--- src/rtl/dmem_bridge.sv ---
// dmem_bridge: M-stage load/store to request/response data bus bridge with kseg0/kseg1 address mapping.
module dmem_bridge #(
  parameter int KSEG_MAP = 1
) (
  input  logic        clk,
  input  logic        rst,
  input  logic        cpu_en,
  input  logic [3:0]  cpu_wen,
  input  logic [1:0]  cpu_size,
  input  logic [31:0] cpu_addr,
  input  logic [31:0] cpu_wdata,
  output logic [31:0] cpu_rdata,
  output logic        cpu_stall,
  output logic        data_req,
  output logic        data_wr,
  output logic [1:0]  data_size,
  output logic [31:0] data_addr,
  output logic [3:0]  data_wstrb,
  output logic [31:0] data_wdata,
  input  logic        data_addr_ok,
  input  logic        data_data_ok,
  input  logic [31:0] data_rdata
);
  typedef enum logic [1:0] {IDLE, REQ, WAIT, DONE} state_t;
  state_t state, state_nx;
  logic [31:0] addr_q, wdata_q;
  logic [3:0]  wen_q;
  logic [1:0]  size_q;
  logic        busy;
  assign busy = (state == REQ) || (state == WAIT);
  always_ff @(posedge clk) begin
    if (!rst) begin
      state     <= IDLE;
      addr_q    <= '0;
      wdata_q   <= '0;
      wen_q     <= '0;
      size_q    <= '0;
      cpu_rdata <= '0;
    end else begin
      state <= state_nx;
      if (state == IDLE && cpu_en) begin
        addr_q  <= cpu_addr;
        wdata_q <= cpu_wdata;
        wen_q   <= cpu_wen;
        size_q  <= cpu_size;
      end
      if (busy && data_data_ok) cpu_rdata <= data_rdata;
    end
  end
  always_comb begin
    state_nx = state;
    state_nx = (state == IDLE) ? (cpu_en ? REQ : IDLE) :
               (state == REQ)  ? (!data_addr_ok ? REQ : data_data_ok ? DONE : WAIT) :
               (state == WAIT) ? (data_data_ok ? DONE : WAIT) : IDLE;
  end
  // Bus fields come only from the holding registers so they stay stable while REQ waits.
  assign data_req   = (state == REQ);
  assign data_wr    = |wen_q;
  assign data_wstrb = wen_q;
  assign data_size  = size_q;
  assign data_wdata = wdata_q;
  assign data_addr  = (KSEG_MAP != 0 && addr_q[31:30] == 2'b10) ? {3'b000, addr_q[28:0]} : addr_q;
  assign cpu_stall  = cpu_en && (state != DONE);
endmodule

--- config.mk ---
export PLATFORM = sky130hd
export DESIGN_NAME = dmem_bridge
export DESIGN_NICKNAME = d
export VERILOG_FILES = /design/src/rtl/dmem_bridge.sv
export SDC_FILE = /design/constraint.sdc
export NUM_CORES = 1
export LEC_CHECK = 0
export ABC_AREA = 1
export BUFFER_PORTS_ARGS = -buffer_cell sky130_fd_sc_hd__buf_2
export CORE_MARGIN = 2
export CORE_UTILIZATION = 44
export DETAILED_ROUTE_END_ITERATION = 7
export HOLD_SLACK_MARGIN = 0.15
export PLACE_DENSITY = 0.79
export SETUP_SLACK_MARGIN = 0.5
export SLEW_MARGIN = 40
export SYNTH_ARGS = -nofsm -noshare
export SYNTH_HDL_FRONTEND = slang
export SYNTH_SLANG_ARGS = --single-unit
--- constraint.sdc ---
create_clock -name clk -period 1.6 [get_ports clk]
set_clock_uncertainty 0.05 [all_clocks]
set_input_delay 0.32 -clock clk [delete_from_list [all_inputs] [get_ports clk]]
set_output_delay 0.32 -clock clk [all_outputs]
set_load 0.01 [all_outputs]
==> results.cfg, run 1 <==
[clock_network]
cts.sinks = 104
h-tree-depth = 3
cts_tree = done
ctsLongestPathBuffers = 2
cts-buffers-inserted = 9
clkLatencyLatePin_ps = 370
cts-root-buf = clkbuf_8
clk_pin_slew_ps = 110

[place]
port_buffers = 211
gp_congestion = 0.7831
dp_hpwl_microns = 6949

[pwr]
p_clk_share_pct = 27.6
netSwitchingPower_mw = 1.836
leakagePower_nw = 3.203
power_mw = 6.333
p_int_mw = 4.497
p_comb_share_pct = 25.0
vdd_ir_drop_max_uv = 656.9
switching_share_pct = 28.99
seqPwrFrac_pct = 47.4
power_density_nw_per_um2 = 915.7

[detailed_routing]
drc = 0
drt-pass1-iter-count = 5
via_count = 4369
drt_iter0_drc = 223
ant_nets = 0
drt-total-wl_microns = 15360
viasPerCell = 5.134
routedWlPerCell_microns = 18.05

[yosys]
synth-seq-area-share_pct = 53.52
avgSynthCellArea_sq_um = 7.796
synth-seq-cells = 104
syn_area_sq_um = 3890
syn_inst = 499
synthDistinctLibCells = 17
synth_nets = 610
yosys_warnings = 0

[critical_path]
crit_fanout = 8
r2r_start = state[0]
worstSetupPathType = flop to flop
cp-startpoint = state[0]
crit_arrival_ps = 1740
start_kind = flop
crit_path_end_kind = flop
required_ps = 1810

[sta]
fmax_ghz = 0.6507
drv_slew = 0
setup-violations-final = 0
tns_ps = 0
rsz0062_at_grt = yes
hold_violations = 0
min_period_ps = 1537
timing.final.crit_share_pct = 96.05
relSlewSlack_pct = 72.50
worst_pin_slew_ps = 412.5

[grt]
antenna_found_initial = 0
grt-ovfl-total = 0
grt_use_total_pct = 30.05
grt_pass1_vias = 4659
grt_max_degree = 70
grt_pass1_wl_microns = 22840

[finish]
antenna_cells = 0
final_util_pct = 80.08
layout-drive-gt1-share_pct = 57.47
area_delta_synth_final_pct = 77.77
fin_nets = 849
nFillCells = 471

[floorplanning]
io_pins = 212
row_count = 34
die_y_microns = 98.03
start_util_pct = 45.04
coreArea_sq_um = 8636
die_x_microns = 98.03
dieArea_sq_um = 9609

[run_status]
status = completed

[job]
cap_viol_max_count = 0

[min_path]
worst_hold_path_type = input port to flop
hold_start = cpu_wdata[13]
==> metal layers <==
metal / share of wire [%] / global-route usage, % / vias to the layer above
li1: - / - / 2031
met1: 35 / 30.63 / 2011
met2: 52 / 54.74 / 267
met3: 8.4 / 8.447 / 60
met4: 4.5 / 17.09 / 0
met5: 0 / 0 / -
==> through the flow <==
stage / area [sq um] / setup slack (ps) / hold slack (ps) / instances
global placement: 4781 / 210.9 / 398.4 / 762
detailed placement: 4781 / 103.9 / 416.0 / 762
floorplan: 3961 / 394.7 / 385.6 / 499
CTS: 6788 / 122.2 / 150.1 / 847
finish: 6915 / 63.25 / 140.7 / 851
global route: 6915 / 36.00 / 156.8 / 851
==> placed cells by master, fill, tap and decap left out, types with 2 or more instances in the layout <==
cell,n
nor2_1,168
buf_2,110
buf_6,102
dfxtp_2,101
o21ai_1,65
dlygate4sd3_1,38
o21ai_0,28
buf_4,26
nor2_4,23
nor2_2,16
clkbuf_8,11
o21ai_2,9
nand2_1,5
inv_1,5
inv_16,5
buf_16,4
buf_12,4
ha_4,3
inv_2,2
a21oi_1,2
bufbuf_16,2
dfxtp_4,2
==> state kept, by name, summed over array words and instances, names as in the netlist <==
name and count:
cpu_rdata 32, data_size 2, data_wdata 32, data_wstrb 4, addr_q 32, state 2
==> cell usage after synthesis <==
cell | n | share of area (%)
ha_1 | 4 | 1.3
buf_6 | 2 | 0.58
buf_1 | 1 | 0.096
nand2_1 | 6 | 0.58
a21boi_0 | 1 | 0.19
nor2_1 | 207 | 20
clkbuf_1 | 13 | 1.3
buf_2 | 16 | 2.1
inv_1 | 9 | 0.87
o21ai_0 | 91 | 12
nand2_4 | 1 | 0.29
a21oi_1 | 2 | 0.26
o21ai_1 | 11 | 1.4
and3_1 | 1 | 0.16
dfxtp_1 | 104 | 54
buf_4 | 29 | 5.6
inv_4 | 1 | 0.16
==> cell type report <==
cell class	count	area, sq um	share of cell area [%]
repair buffers	286	2530	36.58
flip-flops and latches	104	2216	32.04
multi-input cells	324	1695	24.52
clock buffers	12	155.1	2.244
well taps	108	135.1	1.954
inverters	10	72.57	1.049
repair inverters	3	60.06	0.8685
clock inverters	4	51.30	0.7418
==> final timing paths <==
kind	end	slack [ps]	cells after the start
worst max register to register	cpu_rdata[1]	60	6
worst min-delay path	data_wdata[13]	140	3
worst min register to register	addr_q[30]	430	2
worst max-delay path	cpu_rdata[1]	60	6
==> timing repair <==
item	CTS	global route
buffers inserted	24	3
cloned	8	0
pin swaps	11	11
endpoints found under the hold margin	37	1
endpoints found under the setup margin	208	209
gates resized for setup	294	58
hold buffers	37	1
==> power groups by stage <==
| stage | Sequential (mW) | Clock [mW] | Combinational [mW] |
|---|---|---|---|
| 4_1_cts | 2.98 | 1.72 | 1.44 |
| 3_5_place_dp | 2.95 | 0 | 0.914 |
| 2_1_floorplan | 3.01 | 0 | 0.547 |
| 3_3_place_gp | 2.94 | 0 | 0.891 |
| 6_report | 3.00 | 1.75 | 1.58 |
| 5_1_grt | 3.02 | 1.87 | 1.68 |
==> critical path: stages, from the launching register on <==
cell     delay (ps)
dfxtp_4         400
inv_2            60
ha_4            290
nand2_8         110
buf_16          170
o21ai_1         260
nor2_2          100
==> kinds of logic after synthesis <==
group | count (synthesis) | synth area share, %
buf+inv | 71 | 10.61
fa+ha+maj | 4 | 1.287
simple gates | 215 | 21.00
compound gates | 105 | 13.57
flops | 104 | 53.52
No activity file was read; power rests on OpenSTA's default activity.
==> run 2, diff against run 1 <==
--- a/config.mk
+++ b/config.mk
@@ -11,7 +11,8 @@
 export CORE_UTILIZATION = 44
 export DETAILED_ROUTE_END_ITERATION = 7
 export HOLD_SLACK_MARGIN = 0.15
-export PLACE_DENSITY = 0.79
+export MAX_ROUTING_LAYER = met4
+export PLACE_DENSITY_LB_ADDON = 0.25
 export SETUP_SLACK_MARGIN = 0.5
 export SLEW_MARGIN = 40
 export SYNTH_ARGS = -nofsm -noshare
==> run 2 against run 1 <==
  * Critical path depth rose by 2
  * Sequential power barely moved
  * Total power rose by 6.6%
  * Register-to-register slack improved by 70 ps
  * Hold slack improved by 4.8 ps
  * Non-clock buffer count rose by 42
  * Worst setup slack improved by 68 ps
  * Cell count rose by 5.6%
  * Critical path type unchanged
  * Critical endpoint is now addr_q[13]
==> results.cfg, run 2 (same netlist as run 1, synthesis figures left out) <==
[clock_network]
cts-buffers-inserted = 9
cts-root-buf = clkbuf_8
ctsLongestPathBuffers = 2
clkLatencyLatePin_ps = 360
cts.sinks = 104
h-tree-depth = 3
clk_pin_slew_ps = 100
cts_tree = done

[finish]
area_delta_synth_final_pct = 99.20
fin_cells = 899
postLayoutCellArea_sq_um = 7749
final_cell_mix = nor2_1 (151), buf_2 (109), buf_6 (108)
fin_nets = 897
layout-drive-gt1-share_pct = 65.95
final_common_cell = nor2_1

[sta]
setup-violations-final = 0
hold_violations = 0
worst_slack_ps = 130.8
drv_slew = 0
fmax_ghz = 0.6806
rsz0062_at_grt = yes
tns_ps = 0
timing.final.crit_share_pct = 91.83
relSlewSlack_pct = 72.94
min_period_ps = 1469
worst_pin_slew_ps = 405.8

[detailed_routing]
drt_iter0_drc = 152
routedWlPerCell_microns = 18.24
viasPerCell = 5.119
drt-total-wl_microns = 16400
drt-pass1-iter-count = 4
via_count = 4602
ant_nets = 0
drc = 0

[pwr]
seqPwrFrac_pct = 44.4
netSwitchingPower_mw = 1.972
vdd_ir_drop_max_uv = 650.7
p_int_mw = 4.779
switching_share_pct = 29.21
power_density_nw_per_um2 = 871.3
p_clk_share_pct = 27.3
p_comb_share_pct = 28.3
power_mw = 6.751
leakagePower_nw = 3.504

[floorplanning]
io_pins = 212
coreArea_sq_um = 8636
row_count = 34
die_x_microns = 98.03
dieArea_sq_um = 9609
start_util_pct = 45.04
die_y_microns = 98.03

[place]
dp_hpwl_microns = 6652
dp_cells = 762
place_area_sq_um = 4781
port_buffers = 211
pre_cts_slack_ps = 148.7
gp_congestion = 0.7948

[grt]
grt-ovfl-total = 0
antenna_found_initial = 1
grt_pass1_wl_microns = 20580
grt_pass1_vias = 4226
grt_max_degree = 70
grt_use_total_pct = 27.62

[run_status]
status = completed

[critical_path]
crit_arrival_ps = 1670
start_kind = flop
crit_path_end_kind = flop
reg2reg_setup_slack_ps = 130
required_ps = 1800
crit_fanout = 9
worstSetupPathType = flop to flop

[min_path]
worst_hold_path_type = input port to flop

[job]
cap_viol_max_count = 0
-- run 2: cell types whose count changed in the layout (fill, tap and decap cells not counted), moves of 6 or more --
cell           before  now
nor2_2             16   47
o21ai_2             9   49
buf_4              26   34
dlygate4sd3_1      38   57
buf_12              4   12
dfxtp_2           101   95
buf_6             102  108
dfxtp_4             2    8
nor2_4             23    9
o21ai_1            65   21
nor2_1            168  151
-- run 2: final cells by class --
type / count / area (sq um)
diodes: 1 / 2.502
clock buffers: 10 / 137.6
clock inverters: 5 / 81.33
fillers: 368 / 887.1
inverters: 10 / 92.59
multi-input cells: 324 / 1879
flip-flops and latches: 104 / 2231
well taps: 108 / 135.1
repair buffers: 328 / 3030
repair inverters: 9 / 158.9
-- run 2: through the flow --
step	util [%]	hold slack [ps]
3_5_place_dp	55.36	416.5
3_3_place_gp	55.36	395.7
2_1_floorplan	-	385.6
6_report	89.73	145.5
4_1_cts	80.44	151.2
5_1_grt	89.73	159.2
-- run 2: power by group through the flow --
stage          clock network, mW  registers (mW)  logic [mW]
2_1_floorplan                  0            3.01       0.547
3_3_place_gp                   0            2.94       0.898
3_5_place_dp                   0            2.95       0.916
4_1_cts                     1.84            2.97        1.52
5_1_grt                     1.96            3.02        2.02
6_report                    1.84            3.00        1.91
-- run 2: path summary, 6_finish.rpt --
check | cells after the start | start | to
max | 8 | state[0] | addr_q[13]
min | 3 | data_rdata[25] | cpu_rdata[25]
max reg2reg | 8 | state[0] | addr_q[13]
min reg2reg | 2 | addr_q[20] | addr_q[20]
-- run 2: metal layers --
metal  track usage [%]  part of all wire (%)  routed length, microns  vias up
met4             14.32                   5.7                     939        0
li1                  -                     -                       -     2129
met2             47.73                    52                    8597      212
met1             29.78                    36                    5880     2181
met3             5.798                   6.0                     983       80
met5                 -                     0                       0        -
-- run 2: critical path, stage by stage, from the launching register on --
cell	delay [ps]
dfxtp_4	400
inv_2	60
ha_4	180
nand2_8	100
buf_12	160
buf_12	160
clkinv_16	70
nor2_2	110
nor2_1	80
-- run 2: what timing repair did --
action | in CTS | in global routing
pin swaps | 5 | 20
gates resized for setup | 304 | 133
endpoints found under the setup margin | 208 | 209
gates cloned | 9 | 8
hold buffers | 57 | 0
setup buffers | 16 | 31
hold endpoints to repair | 57 | 0
